## src/rtl/addsub_pkg.sv

```systemverilog
// Shared definitions for the add/sub operand path: opcode encoding and the
// operand bundle handed to the ripple-carry adder/subtractor.
package addsub_pkg;

    localparam int OP_WIDTH = 3;
    localparam int ADDSUB_WORD_WIDTH = 36;

    typedef enum logic [OP_WIDTH-1:0] {
        OP_ADD   = 3'd0,  // A + B
        OP_SUB   = 3'd1,  // A - B
        OP_RSUB  = 3'd2,  // B - A
        OP_NADD  = 3'd3,  // -A - B
        OP_PASSA = 3'd4,  // A
        OP_NEGA  = 3'd5   // -A
    } addsub_op_e;

    // Operand bundle at the default datapath width. Modules built at another
    // width declare a local struct with this exact field order, so the packed
    // layout stays compatible with the adder wrapper.
    typedef struct packed {
        logic [ADDSUB_WORD_WIDTH-1:0] a;
        logic                         a_neg;
        logic [ADDSUB_WORD_WIDTH-1:0] b;
        logic                         b_neg;
        logic                         illegal;
    } operand_bundle_t;

    // Packed width of an operand bundle for a given word width.
    function automatic int bundle_width(input int word_width);
        return 2 * word_width + 3;
    endfunction

endpackage

```

## src/rtl/skid_buffer_2entry.sv

```systemverilog
// Generic two-register valid/ready skid buffer. in_ready is registered, so
// there is no combinational path from out_ready back upstream; the skid
// register absorbs the one transfer that lands while the output stalls.
module skid_buffer_2entry #(
    parameter int WIDTH = 8
) (
    input  logic             clock,
    input  logic             clear,
    input  logic             in_valid,
    output logic             in_ready,
    input  logic [WIDTH-1:0] in_data,
    output logic             out_valid,
    input  logic             out_ready,
    output logic [WIDTH-1:0] out_data
);

    typedef enum logic [1:0] {
        EMPTY = 2'd0,  // neither register valid
        BUSY  = 2'd1,  // output register valid only
        FULL  = 2'd2   // output and skid registers valid
    } state_e;

    state_e           state;
    logic [WIDTH-1:0] skid_data;
    logic             accept;
    logic             drain;

    assign accept = in_valid & in_ready;
    assign drain  = out_valid & out_ready;

    // Occupancy FSM; out_valid and in_ready are registered alongside state.
    always_ff @(posedge clock) begin
        if (clear) begin
            state     <= EMPTY;
            out_valid <= 1'b0;
            in_ready  <= 1'b1;
            out_data  <= '0;
            skid_data <= '0;
        end else begin
            case (state)
                EMPTY: begin
                    if (accept) begin
                        out_data  <= in_data;
                        out_valid <= 1'b1;
                        state     <= BUSY;
                    end
                end
                BUSY: begin
                    if (drain && accept) begin
                        out_data <= in_data;
                    end else if (drain) begin
                        out_valid <= 1'b0;
                        state     <= EMPTY;
                    end else if (accept) begin
                        // Output stalled: park the new op behind it.
                        skid_data <= in_data;
                        in_ready  <= 1'b0;
                        state     <= FULL;
                    end
                end
                FULL: begin
                    // in_ready is low here, so only a drain can happen.
                    if (drain) begin
                        out_data <= skid_data;
                        in_ready <= 1'b1;
                        state    <= BUSY;
                    end
                end
                default: begin
                    state     <= EMPTY;
                    out_valid <= 1'b0;
                    in_ready  <= 1'b1;
                end
            endcase
        end
    end

endmodule

```

## src/rtl/addsub_operand_stage.sv

```systemverilog
// Operand stage in front of the add/sub unit: decodes the opcode into
// {A, A_negative, B, B_negative} and registers it through a 2-entry skid
// buffer so the adder always sees stable, registered operands.
module addsub_operand_stage
    import addsub_pkg::*;
#(
    parameter int WORD_WIDTH = 36
) (
    input  logic                  clock,
    input  logic                  clear,
    input  logic                  in_valid,
    output logic                  in_ready,
    input  logic [OP_WIDTH-1:0]   in_op,
    input  logic [WORD_WIDTH-1:0] in_a,
    input  logic [WORD_WIDTH-1:0] in_b,
    output logic                  out_valid,
    input  logic                  out_ready,
    output logic [WORD_WIDTH-1:0] out_a,
    output logic                  out_a_negative,
    output logic [WORD_WIDTH-1:0] out_b,
    output logic                  out_b_negative,
    output logic                  out_illegal
);

    // Same field order as addsub_pkg::operand_bundle_t, at this width.
    typedef struct packed {
        logic [WORD_WIDTH-1:0] a;
        logic                  a_neg;
        logic [WORD_WIDTH-1:0] b;
        logic                  b_neg;
        logic                  illegal;
    } bundle_t;

    localparam int BUNDLE_W = $bits(bundle_t);

    bundle_t decoded;
    bundle_t presented;

    // Opcode decode; undefined opcodes zero every operand so the adder sums 0.
    always_comb begin
        decoded = '0;
        case (in_op)
            OP_ADD: begin
                decoded.a = in_a;
                decoded.b = in_b;
            end
            OP_SUB: begin
                decoded.a     = in_a;
                decoded.b     = in_b;
                decoded.b_neg = 1'b1;
            end
            OP_RSUB: begin
                decoded.a     = in_a;
                decoded.a_neg = 1'b1;
                decoded.b     = in_b;
            end
            OP_NADD: begin
                decoded.a     = in_a;
                decoded.a_neg = 1'b1;
                decoded.b     = in_b;
                decoded.b_neg = 1'b1;
            end
            OP_PASSA: begin
                decoded.a = in_a;
            end
            OP_NEGA: begin
                decoded.a     = in_a;
                decoded.a_neg = 1'b1;
            end
            default: begin
                decoded.illegal = 1'b1;
            end
        endcase
    end

    skid_buffer_2entry #(
        .WIDTH(BUNDLE_W)
    ) u_skid (
        .clock    (clock),
        .clear    (clear),
        .in_valid (in_valid),
        .in_ready (in_ready),
        .in_data  (decoded),
        .out_valid(out_valid),
        .out_ready(out_ready),
        .out_data (presented)
    );

    assign out_a          = presented.a;
    assign out_a_negative = presented.a_neg;
    assign out_b          = presented.b;
    assign out_b_negative = presented.b_neg;
    assign out_illegal    = presented.illegal;

endmodule

```

## config.mk

```make
export PLATFORM = sky130hd
export DESIGN_NAME = addsub_operand_stage
export DESIGN_NICKNAME = d
export VERILOG_FILES = /design/src/rtl/addsub_pkg.sv /design/src/rtl/skid_buffer_2entry.sv /design/src/rtl/addsub_operand_stage.sv
export SDC_FILE = /design/constraint.sdc
export NUM_CORES = 1
export LEC_CHECK = 0
export CAP_MARGIN = 0
export CORE_MARGIN = 4
export CORE_UTILIZATION = 35
export CTS_BUF_LIST = sky130_fd_sc_hd__clkbuf_4 sky130_fd_sc_hd__clkbuf_8
export CTS_CLUSTER_DIAMETER = 100
export DETAILED_ROUTE_END_ITERATION = 7
export PLACE_DENSITY_LB_ADDON = 0.12
export SLEW_MARGIN = 30
export SYNTH_ARGS = -nofsm -noshare
export SYNTH_HDL_FRONTEND = slang
export SYNTH_SLANG_ARGS = --single-unit
```

## constraint.sdc

```tcl
create_clock -name clock -period 1.95 [get_ports clock]
set_input_delay 0.39 -clock clock [delete_from_list [all_inputs] [get_ports clock]]
set_output_delay 0.39 -clock clock [all_outputs]
set_load 0.01 [all_outputs]
```

Word level (Yosys, flattened, before mapping) --
Cells that the tools add are included.
Operators by class: $add $sub $neg 0, $mul 0, div/mod/pow operators 0, $lt $le $gt $ge 0, equality and inequality tests 15, shifts and indexed selects 0, multiplexer cells 24, bitwise logic cells 6, reduce and logical (&&, ||, !) cells 13
Operators with widths (count):
- $mux 75 | 3
- $pmux 75 s3 | 1
- $mux 36 | 2
- $reduce_and 4->1 | 4
- $mux 1 | 10
- $mux 2 | 5
- $ne 2x1->1 const B | 5
- $eq 3x2->1 const B | 2
- $eq 3x3->1 const B | 2
- $pmux 1 s3 | 2
- $pmux 2 s3 | 1
- $reduce_or 6->1 | 1
- $reduce_and 5->1 | 1
- $ne 2x2->1 const B | 2
- $not 1->1 | 4
- $reduce_or 4->1 | 1
- $eq 3x1->1 const B | 1
- $logic_not 3->1 | 1
- $ne 3x1->1 const B | 1
- $reduce_bool 3->1 | 1
- $reduce_or 3->1 | 1
- $and 1x1->1 | 2
- $eq 2x1->1 const B | 1
- $eq 2x2->1 const B | 1
- 3 further kinds | 3
Word-level totals: bits in registers 154, latch bits 0, RAM bits 0, bits in read-only memories 0, memories kept 0

Logic depth before layout (Yosys ltp) --
Gate-level depths: netlist of run 1.
depth after elaboration 5, depth in mapped cells 6, gate-level depth less buffers 3

Cells and area by module --
From an unflattened synthesis of run 1, not the netlist that was laid out.
Second synthesis, totals: cells, all modules 806, area, all modules 7489.7 um^2
By module, submodules not included:
- skid_buffer_2entry | instances 1, cells each 721, area each 6969.2 um^2, sequential area each 3083.0 um^2
- addsub_operand_stage | instances 1, cells each 85, area each 520.5 um^2, sequential area each 0.0 um^2

Worst setup path before layout of run 1 --
Ideal clock, no wire load.
path kind reg-to-reg, start reg u_skid.state[0], end reg u_skid.skid_data[38], library setup time 0.131 ns, arrival 1.317 ns, setup slack 0.501 ns, stages on the path, launching flop included 7, buffers on the path 3, period minus slack after synthesis 1.449 ns, cell sequence dfxtp_1 > a21bo_1 > buf_6 > buf_6 > buf_2 > nor4_1 > nor3_1
Between the ends: longest elaborated chain between the ends 2
RTL lines:
- from (decl) | RTL line skid_buffer_2entry.sv:23 | state_e state;
- from (signal assigned) | RTL line skid_buffer_2entry.sv:34 | state <= EMPTY;
- from (signal assigned) | RTL line skid_buffer_2entry.sv:45 | state <= BUSY;
- from (signal assigned) | RTL line skid_buffer_2entry.sv:53 | state <= EMPTY;
- $eq 2x1->1 | RTL line skid_buffer_2entry.sv:40 | case (state)
- $reduce_and 4->1 (no line)
- to (signal assigned) | RTL line skid_buffer_2entry.sv:56 | skid_data <= in_data;
- to (decl) | RTL line skid_buffer_2entry.sv:24 | logic [WIDTH-1:0] skid_data;
Every way passes these cells. A chain may end at the register's enable or synchronous reset.

Final worst setup path of run 1 --
start reg u_skid.out_valid, end out out_valid
RTL lines:
- from (decl) | RTL line skid_buffer_2entry.sv:12 | output logic out_valid,
- from (signal assigned) | RTL line skid_buffer_2entry.sv:35 | out_valid <= 1'b0;
- from (signal assigned) | RTL line skid_buffer_2entry.sv:44 | out_valid <= 1'b1;
- from (signal assigned) | RTL line skid_buffer_2entry.sv:52 | out_valid <= 1'b0;
- to (decl) | RTL line addsub_operand_stage.sv:16 | output logic out_valid,
No word-level cell between the ends.

==> results of run 1 <==
==> per-layer routing <==
layer | vias up | share of wire, % | global-route usage [%]
met5 | - | 0 | 0
met4 | 0 | 1.2 | 5.63
met3 | 14 | 5.2 | 4.03
met2 | 195 | 47 | 31.9
met1 | 3350 | 46 | 27.9
li1 | 3424 | - | -
==> worst paths after layout <==
check / from / to / slack, ns / cells after the start
max: u_skid.out_valid$_SDFFE_PP0P_ / out_valid / 0.08 / 1
min: clear / u_skid.skid_data[3]$_SDFFE_PP0P_ / 0.39 / 2
max reg2reg: u_skid.state[1]$_SDFFE_PP0P_ / u_skid.out_data[71]$_SDFFE_PP0P_ / 0.29 / 4
min reg2reg: u_skid.skid_data[47]$_SDFFE_PP0P_ / u_skid.out_data[47]$_SDFFE_PP0P_ / 0.47 / 2
==> state kept, by name (all words and copies together), names as in the netlist <==
| signal | count |
|---|---|
| u_skid.in_ready | 1 |
| u_skid.out_data | 75 |
| u_skid.out_valid | 1 |
| u_skid.skid_data | 75 |
| u_skid.state | 2 |
==> logic make-up after synthesis <==
group / synth area share [%]
AO/OA/AOI/OAI: 29.3
buffers and inverters: 7.23
AND/OR/NAND/NOR: 19.3
multiplexers: 0.303
flip-flops: 43.9
==> metrics by stage <==
step	hold WS [ns]	cells	setup slack [ns]	TNS, ns	cell area [µm²]
global route	0.374	1248	0.00398	0	9620
global placement	0.454	1216	-0.0139	-0.0305	9130
CTS	0.360	1248	0.0313	0	9620
finish	0.393	1248	0.0824	0	9620
floorplan	0.454	855	0.501	0	7020
detailed placement	0.458	1216	-0.0549	-0.946	9130
==> area by class of cell <==
cell class | instances | area, µm² | area share, %
multi-input cells | 588 | 3470 | 36.1
clock inverters | 13 | 240 | 2.50
flip-flops and latches | 154 | 3080 | 32.1
inverters | 2 | 7.51 | 0.0780
repair buffers | 207 | 2240 | 23.3
clock buffers | 19 | 249 | 2.59
well taps | 265 | 332 | 3.45
==> report_power, final <==
| part | total [mW] | switching [mW] | internal, mW |
|---|---|---|---|
| Clock | 3.00 | 1.30 | 1.70 |
| Combinational | 2.61 | 1.34 | 1.27 |
| Sequential | 3.66 | 0.200 | 3.46 |
| Total | 9.28 | 2.84 | 6.44 |
==> placed cells by master (no fill, tap or decap), types with 2 or more instances in the layout <==
| cell | netlist | final |
|---|---|---|
| a211o_1 | 2 | 2 |
| nand4_1 | 36 | 36 |
| a211oi_1 | 74 | 74 |
| a311oi_1 | 74 | 74 |
| nor2b_1 | 38 | 38 |
| clkinvlp_4 | 0 | 3 |
| a21oi_1 | 77 | 77 |
| bufinv_16 | 0 | 6 |
| buf_4 | 2 | 29 |
| buf_12 | 0 | 24 |
| clkbuf_4 | 0 | 2 |
| inv_1 | 2 | 2 |
| o21ai_0 | 75 | 75 |
| nand3_1 | 75 | 75 |
| a21o_1 | 2 | 2 |
| inv_6 | 0 | 2 |
| clkdlybuf4s50_1 | 0 | 154 |
| clkbuf_8 | 0 | 17 |
| nand2_1 | 115 | 114 |
| dfxtp_1 | 154 | 153 |
==> out/metrics.csv, run 1 <==
metric;value;unit
largest net degree at the start of global routing;56;
Yosys reg bits;154;
detailed placement HPWL;13.8;mm
Tot Pwr;9.28;mW
Num CTS Buffers;17;
die area;22400;µm²
worst-skew pair later-pin latency;0.45;ns
crit path DAT;1.48;ns
CP Max Fanout;8;
CP Data Required Time;1.56;ns
Crit path max-delay family;buffers and inverters;
max cap viols;0;
VDD IR-drop max;0.434;mV
Leakage;3.15;nW
number of synthesized flops with an enable pin;0;
first-pass GRT wire length;36.4;mm
Antenna Cells;0;
clk sinks;154;
Synth warnings;0;
Avg WL per Cell;18.2;µm
relative slew slack;68.4;%
unrepaired setup endpoints after global routing;false;
fmax;0.535;GHz
CTS clock-pin slew for the worst setup and hold paths;0.09;ns
Least-Margin Pin Slew;0.474;ns
Seq/Total Area, Yosys;43.9;%
Critical Path End Type;primary output;
Site Rows;51;
grt total ovfl;0;
Syn Inst Count;855;
Final Setup Violations;0;
clock skew;0.0121;ns
Horiz. Die Dim;150;µm
status;finished, final reports clean;
Post-CTS Hold Fix Bufs;0;
Vias/cell;5.60;
initial antenna violation count;0;
TritonCTS clock tree;yes;
crit-path cells;clkdlybuf4s50_1;
fillers;1933;
layout cells sized above 1;9.77;%
Area contributors post-synth;dfxtp_1 44%, a311oi_1 9.2%, a211oi_1 7.9%;
CP startpoint kind;register;
Synth top area share;43.9;%
pins over their slew limit;0;
nets@finish;1049;
GRT Overall Usage;20.1;%
CP max-delay cell;clkdlybuf4s50_1;
H-tree levels;4;
worst hold path class;in2reg;
ys flop type;dfxtp_1;
core area;19600;µm²
most common library cells after synthesis;154 x dfxtp_1, 115 x nand2_1, 77 x a21oi_1;
Mapped Area;7020;µm²
DRT Wirelength;22.7;mm
kind of critical path;reg2out;
Initial Util;35.8;%
first drt pass iteration count;5;
post-CTS setup buffer count;0;
I/O pin count;156;
worst path bufs/invs;1;
crit-path max cell delay;0.61;ns
final antenna-violating net count;0;
Syn Nets;934;
die height;150;µm
Final min period;1.87;ns
Resized Gates After CTS;1;
ys async rst share;0;%
DRC errors left;0;
gpl congestion;0.739;
Clock Path Buffers;2;
P&R area growth vs syn;37.0;%
I/O Buffers;155;
Via Count;6983;
vias in the first global route;6705;
Initial DRC Count;404;
most frequent cell after synthesis;dfxtp_1;
fin crit share;95.8;%
cell taking the most area after synthesis;dfxtp_1;
Yosys cell types;35;
syn avg cell area;8.21;µm²
hold violation total from the final report;0;
Final Util;49.1;%
Root Buffer;clkbuf_8;
Cell Pwr Density;964;nW/µm²
Power figures use the tool's default switching activity.
==> run 2, diff against run 1 <==
--- a/config.mk
+++ b/config.mk
@@ -11,6 +11,7 @@
 export CTS_BUF_LIST = sky130_fd_sc_hd__clkbuf_4 sky130_fd_sc_hd__clkbuf_8
 export CTS_CLUSTER_DIAMETER = 100
 export DETAILED_ROUTE_END_ITERATION = 7
+export HOLD_SLACK_MARGIN = 0.02
 export PLACE_DENSITY_LB_ADDON = 0.12
 export SLEW_MARGIN = 30
 export SYNTH_ARGS = -nofsm -noshare
==> constraint.sdc (replaced) <==
create_clock -name clock -period 1.6 [get_ports clock]
set_input_delay 0.32 -clock clock [delete_from_list [all_inputs] [get_ports clock]]
set_output_delay 0.32 -clock clock [all_outputs]
set_load 0.01 [all_outputs]
==> run 2 against run 1 <==
Against the previous run: sequential share of layout area rose by 0.063 points; power up 17%; worst setup slack gained 0.0020 ns; sequential cell count did not move; clock skew is 0.00084 ns higher; utilization is 0.077 points lower; clock power up 15%; non-clock buffer count increased by 15; die area stayed put; sequential power rose by 22%; cell area shrank 0.16%; combinational power is 15% higher; critical endpoint is now u_skid.out_data[38]$_SDFFE_PP0P_; largest cell class unchanged.
==> out/metrics.csv, run 2 (same netlist as run 1, synthesis figures left out) <==
metric;value;unit
detailed placement HPWL;13.9;mm
Num CTS Buffers;17;
layout cells sized above 1;11.2;%
Cell Pwr Density;1130;nW/µm²
Avg WL per Cell;17.6;µm
Psw;3.38;mW
crit-path max cell delay;0.44;ns
Post-CTS Hold Fix Bufs;0;
I/O Buffers;155;
CP Data Required Time;1.97;ns
Regs by FF count;u_skid.out_data x75, u_skid.skid_data x75, u_skid.state x2;
worst-skew pair later-pin latency;0.44;ns
clock group share of total power;31.6;%
grt total ovfl;0;
status;finished, final reports clean;
Seq pwr share;40.9;%
fin crit share;94.7;%
Crit path max-delay family;flip-flops;
hold violation total from the final report;0;
switching part of the total;31.1;%
Site Rows;51;
crit-path cells;buf_4 > nand2b_4 > o22ai_4 > buf_12 > mux2i_1;
crit path DAT;1.88;ns
Antenna Cells;0;
fillers;1958;
kind of critical path;reg2reg;
first-pass GRT wire length;35.8;mm
clock skew;0.0129;ns
P&R area growth vs syn;36.8;%
combinational share of power;27.5;%
largest net degree at the start of global routing;49;
CTS clock-pin slew for the worst setup and hold paths;0.08;ns
I/O pin count;156;
DRC errors left;0;
nets@finish;1064;
Critical Path End Type;register;
CP max-delay cell;dfxtp_1;
post-CTS setup buffer count;0;
Final min period;1.52;ns
H-tree levels;4;
most frequent cells in the layout;152 x dfxtp_1, 114 x nand2_1, 77 x a21oi_1, 77 x clkdlybuf4s50_1, 77 x dlygate4sd2_1;
pins over their slew limit;0;
internal power;7.50;mW
Setup TNS Final;0;ns
initial antenna violation count;0;
Leakage;3.48;nW
unrepaired setup endpoints after global routing;true;
clk sinks;154;
Initial DRC Count;422;
hold_ws;0.285;ns
gpl congestion;0.749;
CP startpoint kind;register;
Clock Path Buffers;2;
Root Buffer;clkbuf_8;
Final Util;49.0;%
Initial Util;35.8;%
Horiz. Die Dim;150;µm
relative slew slack;76.0;%
final antenna-violating net count;0;
GRT Overall Usage;19.6;%
first drt pass iteration count;4;
die height;150;µm
most common cell after layout, fill and taps aside;dfxtp_1;
TritonCTS clock tree;yes;
core area;19600;µm²
Vias/cell;5.49;
Via Count;6928;
die area;22400;µm²
DRT Wirelength;22.3;mm
Final Setup Violations;0;
worst path bufs/invs;2;
max cap viols;0;
vias in the first global route;6804;
Least-Margin Pin Slew;0.360;ns
worst hold path class;in2reg;
CP Max Fanout;27;
fmax;0.660;GHz
VDD IR-drop max;0.493;mV
==> run 2: area by class of cell <==
cell class | instances | area (µm²) | area share, %
multi-input combinational | 588 | 3470 | 36.1
timing repair buffer | 222 | 2250 | 23.4
clock inverter | 13 | 216 | 2.25
tap | 265 | 332 | 3.45
clock buffer | 19 | 249 | 2.59
sequential | 154 | 3090 | 32.1
inverter | 2 | 7.51 | 0.0781
==> run 2: path summary, 6_finish.rpt <==
kind / startpoint / to / slack [ns] / cells after the start
max: u_skid.state[1]$_SDFFE_PP0P_ / u_skid.out_data[38]$_SDFFE_PP0P_ / 0.08 / 5
max reg2reg: u_skid.state[1]$_SDFFE_PP0P_ / u_skid.out_data[38]$_SDFFE_PP0P_ / 0.08 / 5
min: clear / u_skid.skid_data[72]$_SDFFE_PP0P_ / 0.29 / 2
min reg2reg: u_skid.out_data[38]$_SDFFE_PP0P_ / u_skid.out_data[38]$_SDFFE_PP0P_ / 0.47 / 2
==> run 2: power groups by stage <==
| stage | Clock (mW) | Combinational (mW) | Sequential (mW) |
|---|---|---|---|
| 3_5_place_dp | 0 | 3.20 | 4.55 |
| 2_1_floorplan | 0 | 1.48 | 4.63 |
| 5_1_grt | 3.72 | 3.26 | 4.50 |
| 3_3_place_gp | 0 | 3.19 | 4.55 |
| 6_report | 3.44 | 2.99 | 4.45 |
| 4_1_cts | 3.55 | 3.01 | 4.45 |
==> run 2: through the flow <==
stage                     cell area [µm²]  std cells  setup WS, ns  power (mW)
after CTS                            9600       1263       0.00488        11.0
after floorplan                      7020        855         0.151        6.12
final                                9610       1263        0.0844        10.9
after global routing                 9610       1263      -0.00355        11.5
after global placement               9230       1231        -0.290        7.74
after detailed placement             9230       1231        -0.333        7.75
==> run 2: timing repair <==
action,in CTS,in global routing
pin swaps,0,1
endpoints found under the setup margin,77,23
gates resized for setup,77,3
==> run 2: metal layers <==
layer	global-route usage, %	wire, µm
met2	32.6	10800
met4	3.93	144
met5	0	0
met1	26.6	10100
met3	4.12	1250
==> run 2: worst register-to-register path: stages, from the launching register on <==
cell and delay [ns]:
dfxtp_1 0.44, buf_4 0.18, nand2b_4 0.13, o22ai_4 0.26
buf_12 0.23, mux2i_1 0.21
==> run 3, diff against run 2 <==
--- a/config.mk
+++ b/config.mk
@@ -8,7 +8,6 @@
 export CAP_MARGIN = 0
 export CORE_MARGIN = 4
 export CORE_UTILIZATION = 35
-export CTS_BUF_LIST = sky130_fd_sc_hd__clkbuf_4 sky130_fd_sc_hd__clkbuf_8
 export CTS_CLUSTER_DIAMETER = 100
 export DETAILED_ROUTE_END_ITERATION = 7
 export HOLD_SLACK_MARGIN = 0.02
==> run 3 against run 2 <==
Against the previous run: worst hold slack improved by 0.019 ns; die area did not move; cell area rose by 2.2%; fmax fell by 1.4%; via count rose by 0.94%; final cell count barely moved; clock skew fell by 0.00077 ns; global-route usage rose by 0.11 points; largest cell class unchanged; power rose by 9.5%.
==> out/metrics.csv, run 3 (same netlist as run 1, synthesis figures left out) <==
metric;value;unit
status;finished, final reports clean;
worst hold path endpoint;u_skid.skid_data[72]$_SDFFE_PP0P_;
core area;19600;µm²
Antenna Cells;0;
largest net degree at the start of global routing;49;
clock group share of total power;37.5;%
TritonCTS clock tree;yes;
CP Data Required Time;1.28;ns
HP Start;clear;
CTS clock-pin slew for the worst setup and hold paths;0.06;ns
detailed placement HPWL;13.9;mm
layout cells sized above 1;11.0;%
most frequent cells in the layout;153 x dfxtp_1, 114 x nand2_1, 77 x a21oi_1, 77 x clkdlybuf4s50_1, 77 x dlygate4sd2_1;
CP Max Fanout;7;
Root Buffer;clkbuf_16;
Worst R2R Setup Slack;0.09;ns
Vias/cell;5.53;
post-route setup slack;0.0634;ns
Initial DRC Count;406;
I/O pin count;156;
worst hold path class;in2reg;
Leakage;3.57;nW
Site Rows;51;
fin crit share;96.0;%
DRT Wirelength;22.5;mm
first-pass GRT wire length;36.0;mm
Initial Util;35.8;%
RR Startpoint;u_skid.state[1]$_SDFFE_PP0P_;
die height;150;µm
hold violation total from the final report;0;
crit-path cells;dlygate4sd2_1;
clock skew;0.0122;ns
crit path DAT;1.22;ns
VDD IR-drop max;0.684;mV
Regs by FF count;u_skid.out_data x75, u_skid.skid_data x75, u_skid.state x2;
crit-path max cell delay;0.44;ns
clk sinks;154;
worst-skew pair later-pin latency;0.42;ns
Horiz. Die Dim;150;µm
internal power;8.38;mW
most common cell after layout, fill and taps aside;dfxtp_1;
gpl congestion;0.749;
first drt pass iteration count;5;
DRC errors left;0;
post-CTS setup buffer count;0;
CP max-delay cell;dfxtp_1;
Seq pwr share;37.4;%
kind of critical path;reg2out;
P&R area growth vs syn;39.8;%
Clock Path Buffers;2;
Psw;3.53;mW
pins over their slew limit;0;
die area;22400;µm²
Via Count;6993;
grt total ovfl;0;
Num CTS Buffers;17;
combinational share of power;25.1;%
fmax;0.651;GHz
hold depth;2;
Crit path max-delay family;flip-flops;
Post-CTS Hold Fix Bufs;0;
relative slew slack;76.0;%
max cap viols;0;
CP startpoint kind;register;
Least-Margin Pin Slew;0.360;ns
Cell Pwr Density;1210;nW/µm²
I/O Buffers;155;
vias in the first global route;6820;
reg2reg path depth;5;
Avg WL per Cell;17.8;µm
DP Worst Slack;-0.333;ns
Final min period;1.54;ns
GRT Overall Usage;19.8;%
switching part of the total;29.6;%
nets@finish;1065;
initial antenna violation count;0;
worst path bufs/invs;1;
Critical Path End Type;primary output;
final antenna-violating net count;0;
Final Setup Violations;0;
r2r endpoint;u_skid.out_data[38]$_SDFFE_PP0P_;
fin area;9820;µm²
Placed Area;9230;µm²
hold_ws;0.304;ns
H-tree levels;4;
unrepaired setup endpoints after global routing;true;
[run 3: cell count changes in the layout (fill, tap and decap cells not counted), sizes merged]
cell,delta
clkbuf,+1
[run 3: metal layers]
layer  up-vias  global-route usage [%]  wire (µm)
met4         0                    3.48        136
met2       190                    32.9      10800
met1      3341                    26.8      10200
li1       3448                       -          -
met5         -                       0          0
met3        14                    4.18       1310
[run 3: final cells by class]
| class | instances | area, µm² |
|---|---|---|
| multi-input cells | 588 | 3470 |
| clock buffers | 19 | 433 |
| inverters | 2 | 7.51 |
| flip-flops and latches | 154 | 3080 |
| repair buffers | 223 | 2270 |
| well taps | 265 | 332 |
| clock inverters | 13 | 216 |
| fillers | 1933 | 9770 |
[run 3: repair_timing]
action	CTS	global route
gates resized for setup	77	3
gates cloned	0	1
endpoints found under the setup margin	77	21
[run 3: worst max-delay path by stage]
| stage | from | end | slack [ns] | depth (start not counted) |
|---|---|---|---|---|
| 3_3_place_gp | out_ready | u_skid.out_data[28]$_SDFFE_PP0P_ | -0.29 | 6 |
| 2_1_floorplan | u_skid.state[0]$_SDFFE_PP0P_ | u_skid.skid_data[38]$_SDFFE_PP0P_ | 0.15 | 6 |
| 5_1_grt | u_skid.state[1]$_SDFFE_PP0P_ | u_skid.out_data[71]$_SDFFE_PP0P_ | -0.006 | 4 |
| 6_report | u_skid.out_valid$_SDFFE_PP0P_ | out_valid | 0.06 | 1 |
| 3_5_place_dp | out_ready | u_skid.out_data[45]$_SDFFE_PP0P_ | -0.33 | 6 |
| 4_1_cts | u_skid.state[1]$_SDFFE_PP0P_ | u_skid.out_data[66]$_SDFFE_PP0P_ | 0.03 | 5 |
[run 3: through the flow]
step / setup TNS [ns] / std cells / power, mW / utilization [%]
floorplan: 0 / 855 / 6.12 / -
global placement: -32.84 / 1231 / 7.74 / 47.1
detailed placement: -34.28 / 1231 / 7.75 / 47.1
CTS: 0 / 1263 / 12.0 / 49.9
global route: -0.00562 / 1264 / 12.5 / 50.1
finish: 0 / 1264 / 11.9 / 50.1
[run 3: power groups by stage]
stage | Combinational [mW] | Sequential, mW | Clock [mW]
5_1_grt | 3.27 | 4.50 | 4.74
3_5_place_dp | 3.20 | 4.55 | 0
3_3_place_gp | 3.19 | 4.55 | 0
2_1_floorplan | 1.48 | 4.63 | 0
6_report | 2.99 | 4.46 | 4.47
4_1_cts | 3.01 | 4.46 | 4.55
==> RTL edit (settings of run 3) <==
Set the parameter `WORD_WIDTH` to 28 (it was 36).
--- a/src/rtl/addsub_operand_stage.sv
+++ b/src/rtl/addsub_operand_stage.sv
@@ -4,7 +4,7 @@
 module addsub_operand_stage
     import addsub_pkg::*;
 #(
-    parameter int WORD_WIDTH = 36
+    parameter int WORD_WIDTH = 28
 ) (
     input  logic                  clock,
     input  logic                  clear,
Interface: changed (resized in_a, in_b, out_a and out_b); port bits go from 156 to 124. No check against the original RTL was run, so the function may have changed too.
==> RTL edit against run 3 <==
- sequential cell count fell by 32
- design area fell by 20%
- routed wire length fell by 18%
- power fell by 21%
- die area fell by 19%
- clock skew fell by 6.8 ps
- area after synthesis fell by 20%
- count of clock-buffer cells in the layout rose by 6
- combinational power fell by 18%
- critical endpoint is now u_skid.out_data[53]$_SDFFE_PP0P_
- largest cell class unchanged
- critical path depth rose by 4
- core utilization fell by 0.25 points
- setup slack improved by 23 ps
- via count fell by 18%
==> RTL edit: results (changes against run 3) <==
Logic synthesis
  – Post-synth net total: 746 (-20%)
  – Ys flop type: dfxtp_1
  – Mean Syn Cell Area: 8.21 sq um (about the same)
  – Commonest cells in the netlist: 122 x dfxtp_1, 91 x nand2_1, 61 x a21oi_1
  – Sequential area share after synthesis: 43.6% (-0.35 points)
  – Post-synth cell types: 36 (+2.9%)
  – Top cells by area, synth: dfxtp_1 44%, a311oi_1 9.1%, a211oi_1 7.8%
  – Warnings, synthesis: 0 (unchanged)

Worst setup path
  – Reg2Reg Depth: 4 (-1)
  – Critical path's slowest cell: clkdlybuf4s50_1
  – Reg-to-Reg Start: u_skid.state[1]$_SDFFE_PP0P_
  – Worst path max stage delay: 550 ps (+110 ps)
  – Worst Path Arrival: 1840 ps (+620 ps)
  – Crit path max fanout: 26 (+19)
  – R2r endpoint: u_skid.out_data[53]$_SDFFE_PP0P_

Clock tree
  – CTS resizes: 62 (-19%)
  – Bufs on Longest Clock Path: 2 (unchanged)
  – Setup bufs post-CTS: 0 (unchanged)
  – CTS HTree Levels: 4 (unchanged)

Routing
  – WL met1: 8250 microns (-19%)
  – Wire length on met2: 8800 microns (-19%)
  – Met3 WL: 1170 microns (-11%)
  – DR iter-0 viols: 426 (+4.9%)
  – Final wirelength: 18400 microns (-18%)
  – Via Count: 5769 (-18%)
  – DRT Pass-1 Iters: 5 (unchanged)
  – DR WL/cell: 18.2 microns (+2.2%)

Global route
  – All-Layer GR Usage: 19.6% (-0.18 points)
  – Global-route wire length before repair: 28700 microns (-20%)
  – Initial antenna violation count: 0 (unchanged)
  – Met1 usage: 26.0% (-0.78 points)
  – Met3 Track Usage GR: 4.66% (+0.48 points)
  – Pin count of the biggest net entering global routing: 61 (+24%)
  – Vias in the first global route: 5450 (-20%)
  – Met2 global-route usage: 31.3% (-1.6 points)

Hold path
  – Min-Delay Path Class: primary input to flop
  – Hold EP: u_skid.state[1]$_SDFFE_PP0P_
  – Hold path cells: 2 (unchanged)

STA
  – Hold WS: 186 ps (-119 ps)
  – Worst slew pin tran: 312 ps (-48.0 ps)
  – Final clock skew: 5.33 ps (-6.84 ps)

Cells and area
  – Fraction of layout cells with a size suffix above 1: 10.9% (-0.068 points)
  – Biggest regs: u_skid.out_data (59), u_skid.skid_data (59), u_skid.state (2)
  – Fin nets: 848 (-20%)

Placed design
  – Gpl congestion: 0.762 (+1.7%)
  – Post-Place Cell Area: 7290 sq um (-21%)
  – Placed cells: 976 (-21%)
  – HPWL Detailed: 11000 microns (-21%)
  – DP Worst Slack: -338 ps (-5.96 ps)
  – IO buf count: 123 (-21%)

Power and ir drop
  – Worst vdd ir: 0.860 mV (+26%)
  – Switching share of power: 29.7% (+0.11 points)
  – Leakage power figure: 2.87 nW (-20%)

Status
  – Status: finished, final reports clean
RTL edit: layout make-up:
type	instances	area (sq um)
fillers	1533	7910
multi-input cells	468	2780
flip-flops and latches	122	2440
repair buffers	174	1850
clock buffers	25	465
well taps	216	270
clock inverters	4	45.0
inverters	2	7.51
RTL edit: how the worst max path moves through the flow:
stage	from	endpoint	slack [ps]	depth (start not counted)
final	in_valid	u_skid.out_data[53]$_SDFFE_PP0P_	90	5
after global routing	u_skid.state[0]$_SDFFE_PP0P_	u_skid.out_data[46]$_SDFFE_PP0P_	10	4
after CTS	u_skid.state[1]$_SDFFE_PP0P_	u_skid.out_data[55]$_SDFFE_PP0P_	50	4
after detailed placement	out_ready	u_skid.out_data[55]$_SDFFE_PP0P_	-340	5
after global placement	out_ready	u_skid.out_data[50]$_SDFFE_PP0P_	-270	5
after floorplan	u_skid.state[1]$_SDFFE_PP0P_	u_skid.out_data[39]$_SDFFE_PP0P_	100	6
RTL edit: kinds of logic (layout without fill, tap and decap cells):
family,count (synthesis),count (layout),share of synthesized area (%)
flip-flops,122,122,43.6
AO/OA/AOI/OAI,246,246,29.1
AND/OR/NAND/NOR,220,220,19.4
buffers and inverters,93,205,7.52
multiplexers,2,2,0.379
RTL edit: power groups by stage:
stage / sequential [mW] / clock [mW] / combinational (mW)
6_report: 3.55 / 3.43 / 2.45
5_1_grt: 3.58 / 3.65 / 2.64
4_1_cts: 3.54 / 3.51 / 2.36
3_5_place_dp: 3.61 / 0 / 2.51
3_3_place_gp: 3.61 / 0 / 2.46
2_1_floorplan: 3.67 / 0 / 1.19
RTL edit: critical path: cells and delay by family:
family,cells,cell delay (ps)
AO/OA/AOI/OAI,2,340
buffers and inverters,2,800
AND/OR/NAND/NOR,1,360
